### src/rtl/trace_reader.sv
// ============================================================================
//  Module   : trace_reader
//  Purpose  : Drains the trace stack newest-first and hands each record to the
//             host over a valid/ready link. It also issues the trace clear.
//             Optional PC window filter: TRACE_READER_FILTER_EN.
//  Revision : 1.0  initial release
// ============================================================================
`default_nettype none

module trace_reader #(
    parameter int ADV_WIDTH = 1,
    parameter int SETTLE    = 2
) (
    input  logic        clk,
    input  logic        rst,
    input  logic        start,
    input  logic        abort,
    input  logic        clear,
    input  logic [12:0] limit,
    input  logic [0:63] trITR,
    output logic        trADV,
    output logic        trCLR,
    output logic        rec_valid,
    input  logic        rec_ready,
    output logic [17:0] rec_pc,
    output logic [35:0] rec_ir,
    output logic        rec_last,
    output logic        busy,
    output logic        done,
    output logic        wrapped,
    output logic [4:0]  depth_log2,
    output logic [12:0] rec_cnt
`ifdef TRACE_READER_FILTER_EN
    ,
    input  logic [17:0] pc_lo,
    input  logic [17:0] pc_hi,
    output logic [12:0] skip_cnt
`endif
);

    localparam logic [2:0]  c_IDLE        = 3'd0;
    localparam logic [2:0]  c_WAIT        = 3'd1;
    localparam logic [2:0]  c_CHECK       = 3'd2;
    localparam logic [2:0]  c_OFFER       = 3'd3;
    localparam logic [2:0]  c_ADV         = 3'd4;
    localparam logic [2:0]  c_SETTLE      = 3'd5;
    localparam logic [2:0]  c_DONE        = 3'd6;
    localparam logic [3:0]  c_ADV_INIT    = 4'(ADV_WIDTH - 1);
    localparam logic [3:0]  c_SETTLE_INIT = 4'(SETTLE - 1);
    localparam logic [12:0] c_CNT_MAX     = 13'h1FFF;

    logic [2:0]  r_state;
    logic [3:0]  r_timer;
    logic [12:0] r_limit;
    logic        r_first;

    logic        w_full;
    logic        w_empty;
    logic [4:0]  w_log2;
    logic [17:0] w_pc;
    logic [35:0] w_ir;
    logic [2:0]  w_unused_bits;
    logic        w_skip;
    logic        w_accept;

    // trITR uses big-endian bit numbering: bit 0 is the MSB.
    assign w_full        = trITR[1];
    assign w_empty       = trITR[2];
    assign w_log2        = trITR[3:7];
    assign w_pc          = trITR[10:27];
    assign w_ir          = trITR[28:63];
    assign w_unused_bits = {trITR[0], trITR[8:9]};
    assign w_accept      = (r_state == c_IDLE) && start && !clear;

`ifdef TRACE_READER_FILTER_EN
    assign w_skip = (w_pc < pc_lo) || (w_pc > pc_hi);

    always_ff @(posedge clk) begin
        if (rst) begin
            skip_cnt <= '0;
        end else if (w_accept) begin
            skip_cnt <= '0;
        end else if (r_state == c_CHECK && !abort && !w_empty && w_skip &&
                     skip_cnt != c_CNT_MAX) begin
            skip_cnt <= skip_cnt + 13'd1;
        end
    end
`else
    assign w_skip = 1'b0;
`endif

    always_ff @(posedge clk) begin
        if (rst) begin
            r_state    <= c_IDLE;
            r_timer    <= '0;
            r_limit    <= '0;
            r_first    <= 1'b0;
            trADV      <= 1'b0;
            trCLR      <= 1'b0;
            rec_valid  <= 1'b0;
            rec_pc     <= '0;
            rec_ir     <= '0;
            rec_last   <= 1'b0;
            busy       <= 1'b0;
            done       <= 1'b0;
            wrapped    <= 1'b0;
            depth_log2 <= '0;
            rec_cnt    <= '0;
        end else begin
            trCLR <= 1'b0;
            done  <= 1'b0;
            if (abort && r_state != c_IDLE) begin
                // Dropping trADV here completes any pop already in flight.
                r_state   <= c_IDLE;
                busy      <= 1'b0;
                rec_valid <= 1'b0;
                rec_last  <= 1'b0;
                trADV     <= 1'b0;
            end else begin
                case (r_state)
                    c_IDLE: begin
                        if (clear) begin
                            trCLR <= 1'b1;
                        end else if (start) begin
                            r_state <= c_WAIT;
                            r_timer <= c_SETTLE_INIT;
                            r_limit <= limit;
                            r_first <= 1'b1;
                            busy    <= 1'b1;
                            rec_cnt <= '0;
                            wrapped <= 1'b0;
                        end
                    end
                    c_WAIT: begin
                        if (r_timer == 4'd0) r_state <= c_CHECK;
                        else                 r_timer <= r_timer - 4'd1;
                    end
                    c_CHECK: begin
                        r_first <= 1'b0;
                        if (r_first) begin
                            wrapped    <= w_full;
                            depth_log2 <= w_log2;
                        end
                        if (w_empty) begin
                            r_state <= c_DONE;
                            done    <= 1'b1;
                        end else if (w_skip) begin
                            r_state <= c_ADV;
                            r_timer <= c_ADV_INIT;
                            trADV   <= 1'b1;
                        end else begin
                            r_state   <= c_OFFER;
                            rec_valid <= 1'b1;
                            rec_pc    <= w_pc;
                            rec_ir    <= w_ir;
                            rec_last  <= (r_limit != 13'd0) &&
                                         (rec_cnt == r_limit - 13'd1);
                        end
                    end
                    c_OFFER: begin
                        if (rec_ready) begin
                            r_state   <= c_ADV;
                            r_timer   <= c_ADV_INIT;
                            trADV     <= 1'b1;
                            rec_valid <= 1'b0;
                            rec_last  <= 1'b0;
                            if (rec_cnt != c_CNT_MAX) rec_cnt <= rec_cnt + 13'd1;
                        end
                    end
                    c_ADV: begin
                        if (r_timer == 4'd0) begin
                            r_state <= c_SETTLE;
                            r_timer <= c_SETTLE_INIT;
                            trADV   <= 1'b0;
                        end else begin
                            r_timer <= r_timer - 4'd1;
                        end
                    end
                    c_SETTLE: begin
                        if (r_timer != 4'd0) begin
                            r_timer <= r_timer - 4'd1;
                        end else if (r_limit != 13'd0 && rec_cnt == r_limit) begin
                            r_state <= c_DONE;
                            done    <= 1'b1;
                        end else begin
                            r_state <= c_CHECK;
                        end
                    end
                    c_DONE: begin
                        r_state <= c_IDLE;
                        busy    <= 1'b0;
                    end
                    default: begin
                        r_state <= c_IDLE;
                        busy    <= 1'b0;
                    end
                endcase
            end
        end
    end

endmodule

`default_nettype wire

### config.mk
export PLATFORM = sky130hd
export DESIGN_NAME = trace_reader
export DESIGN_NICKNAME = d
export VERILOG_FILES = /design/src/rtl/trace_reader.sv
export SDC_FILE = /design/constraint.sdc
export NUM_CORES = 1
export LEC_CHECK = 0
export ABC_AREA = 1
export BUFFER_PORTS_ARGS = -buffer_cell sky130_fd_sc_hd__buf_4
export CORE_UTILIZATION = 38
export DETAILED_ROUTE_END_ITERATION = 10
export HOLD_SLACK_MARGIN = 0.02
export PLACE_DENSITY = 0.72
export SYNTH_ARGS = -nofsm -noshare
export SYNTH_HDL_FRONTEND = slang
export SYNTH_SLANG_ARGS = --single-unit
### constraint.sdc
create_clock -name clk -period 2.25 [get_ports clk]
set_input_delay 0.5625 -clock clk [delete_from_list [all_inputs] [get_ports clk]]
set_output_delay 0.5625 -clock clk [all_outputs]
set_load 0.01 [all_outputs]
==> reports/metrics.yaml <==
crit_type: "reg -> reg"
max_freq_mhz: 506
drc: 0
hp-class: "in -> reg"
power_frac_seq: 0.384
clock-root-buffer: "clkbuf_16"
postRouteAntennaNets: 0
arrival_ns: 2.22
fin_nets: 891
antenna_found_initial: 0
worstPathRequired_ns: 2.49
finalNonFillerCells: 956
ir_drop_uv: 525
whs_ns: 0.457
cp_slowest_stage_delay_ns: 0.52
ys_types: 34
powerDensity_mw_per_mm2: 845
cts_setup_buffers: 0
place_area_mm2: 0.00595
final_util: 0.524
gp_congestion: 0.881
synth_adder_area_share: 0.0108
drtIter0Drc: 373
firstDrtPassIters: 5
rsz0062_at_grt: "false"
die_area_mm2: 0.0127
fillCellCount: 1206
setup_viol: 0
path_clk_slew_ns: 0.07
seq_area_frac_synth: 0.431
leakage_nw: 2.76
clk_latency_ns: 0.35
cp_slowest_cell: "dfxtp_1"
synth_top_family_by_area: "simple AND/OR/NAND/NOR gates"
r2r-start: "rec_cnt[0]"
syn_area_mm2: 0.00465
via_per_inst: 4.96
grtUsageTotal: 0.206
holdPathEnd: "depth_log2[4]"
finalPower_mw: 5.29
postCtsHoldBufs: 0
combPwrFrac: 0.309
grt_pass1_vias: 4359
synth_mux_area_frac: 0
syn_nets: 742
cts_buffer_depth: 2
grt_max_degree: 57
initial_utilization: 0.388
period_needed_ns: 1.98
synth_cells: 655
finalSetupTns_ns: 0
switchingPower_mw: 1.88
overflow: 0
grt_pass1_wl_mm: 20.9
numCtsBuffers: 9
yosys_warnings: 0
ys.flop_type: "dfxtp_1"
area_growth_pct: 34.8
multi_input_area_mm2: 0.00226
preCtsSetupSlack_ns: 0.321
layout-drive-gt1-share: 0.261
io_pins: 162
avgSynthCellArea_um2: 7.09
async_flop_share: 0
tightest_slew_ns: 0.355
rrSetupSlack_ns: 0.27
cp_cell_sequence: "ha_1 -> nand3_2 -> nor2_2 -> nand3_1 -> nand2_2 -> inv_2 -> nand3_1 -> nand2_1 -> nand2_1 -> nor2_1"
r2r_end: "rec_cnt[10]"
clock_skew_ns: 0.00556
power_frac_clock: 0.306
cts_sinks: 100
port_buffers: 158
diodes: 0
maxSlewHeadroom: 0.763
p_int_mw: 3.42
finalCritPeriodShare: 0.878
switching_share: 0.354
reg2reg_depth: 10
worstHoldStart: "trITR[3]"
die_w_um: 113
core.rowCount: 40
synth_compound_area_frac: 0.141
avgRoutedWirePerCell_um: 13.5
min_delay_path_depth: 3
synth-simple-area-share: 0.302
cts.htree.levels: 3
coreArea_mm2: 0.0120
ctsResizeCount: 0
dp.cells: 940
synthXorXnorAreaFrac: 0.0320
via_count: 4742
cp-end-kind: "flop"
hold_violations: 0
path_max_fanout: 12
setup_slack_ns: 0.275
place.detailed.hpwl_mm: 9.34
cts_tree: "built"
stdcell_area_mm2: 0.00626
ys_seq_elements: 100
drv_slew: 0
synth_edf_count: 0
regArea_mm2: 0.00200
wl_mm: 12.9
status: "finished clean"
die_h_um: 113
maxCapViolCount: 0
start_kind: "flop"
==> layout make-up <==
class / count / area share
Clock buffer: 11 / 0.0388
Tap cell: 147 / 0.0294
Multi-Input combinational cell: 466 / 0.361
Sequential cell: 100 / 0.320
Clock inverter: 5 / 0.0104
Timing Repair Buffer: 172 / 0.208
Inverter: 55 / 0.0330
==> per-layer routing <==
| layer | vias up | part of all wire | track usage | wire length (um) |
|---|---|---|---|---|
| li1 | 2436 | - | - | - |
| met1 | 2166 | 0.44 | 0.257 | 5720 |
| met2 | 125 | 0.48 | 0.342 | 6160 |
| met3 | 15 | 0.068 | 0.0691 | 874 |
| met4 | 0 | 0.014 | 0.0524 | 185 |
| met5 | - | 0 | 0 | 0 |
==> how the worst max path moves through the flow <==
stage                          start           to  slack [ns]  cells past startpoint
after floorplan           rec_cnt[1]   rec_cnt[0]        0.61                      8
after global routing      rec_cnt[0]   rec_cnt[8]        0.12                      9
after CTS                 rec_cnt[0]  rec_cnt[10]        0.30                     10
final                     rec_cnt[0]  rec_cnt[10]        0.27                     10
after detailed placement  rec_cnt[0]  rec_cnt[10]        0.32                     10
after global placement         clear   rec_cnt[8]        0.35                      9
==> synthesized netlist by cell type (5+ instances only) <==
cell type,count,area [um^2]
nand2_2,6,37.5
o21ai_0,30,150
clkbuf_1,13,48.8
nand2_1,137,514
xor2_1,12,105
nor2_2,5,31.3
nor3_1,7,35.0
a21oi_1,88,440
dfxtp_1,100,2000
nor2_1,68,255
xnor2_1,5,43.8
inv_1,49,184
nand4_1,7,43.8
buf_2,10,50.1
nand3_1,82,410
inv_2,6,22.5
==> cells by family (layout without fill, tap and decap cells) <==
group / Yosys count / after routing
buffers and inverters: 89 / 243
AND/OR/NAND/NOR: 320 / 320
AO/OA/AOI/OAI: 125 / 125
flip-flops: 100 / 100
XOR/XNOR: 17 / 17
adder cells (fa/ha/maj): 4 / 4
==> worst max-delay path: cells and delay by family (launching register included) <==
kind,cells,cell delay (ns)
AND/OR/NAND/NOR,8,0.91
flip-flops,1,0.52
buffers and inverters,1,0.16
adder cells (fa/ha/maj),1,0.28
==> cell usage in the layout (no fill, tap or decap), types with 9 or more instances in the layout <==
cell type  count
a21oi_1       88
buf_4        171
clkbuf_16      9
dfxtp_1      100
inv_1         49
nand2_1      137
nand3_1       82
nor2_1        68
o21ai_0       30
xor2_1        12
==> flip-flops by register name, summed over array words and instances (netlist names) <==
register,count
r_state,3
depth_log2,5
done,1
trADV,1
rec_pc,18
r_timer,4
rec_last,1
r_first,1
rec_ir,36
r_limit,13
rec_valid,1
rec_cnt,13
wrapped,1
busy,1
trCLR,1
==> power by group through the flow <==
stage          Clock [mW]  Combinational [mW]  Sequential [mW]
2_1_floorplan           0                1.23             2.06
3_3_place_gp            0                1.61             2.07
3_5_place_dp            0                1.63             2.07
4_1_cts              1.66                1.64             2.03
5_1_grt              1.74                1.86             2.05
6_report             1.62                1.64             2.03
No activity file was read; power rests on OpenSTA's default activity.
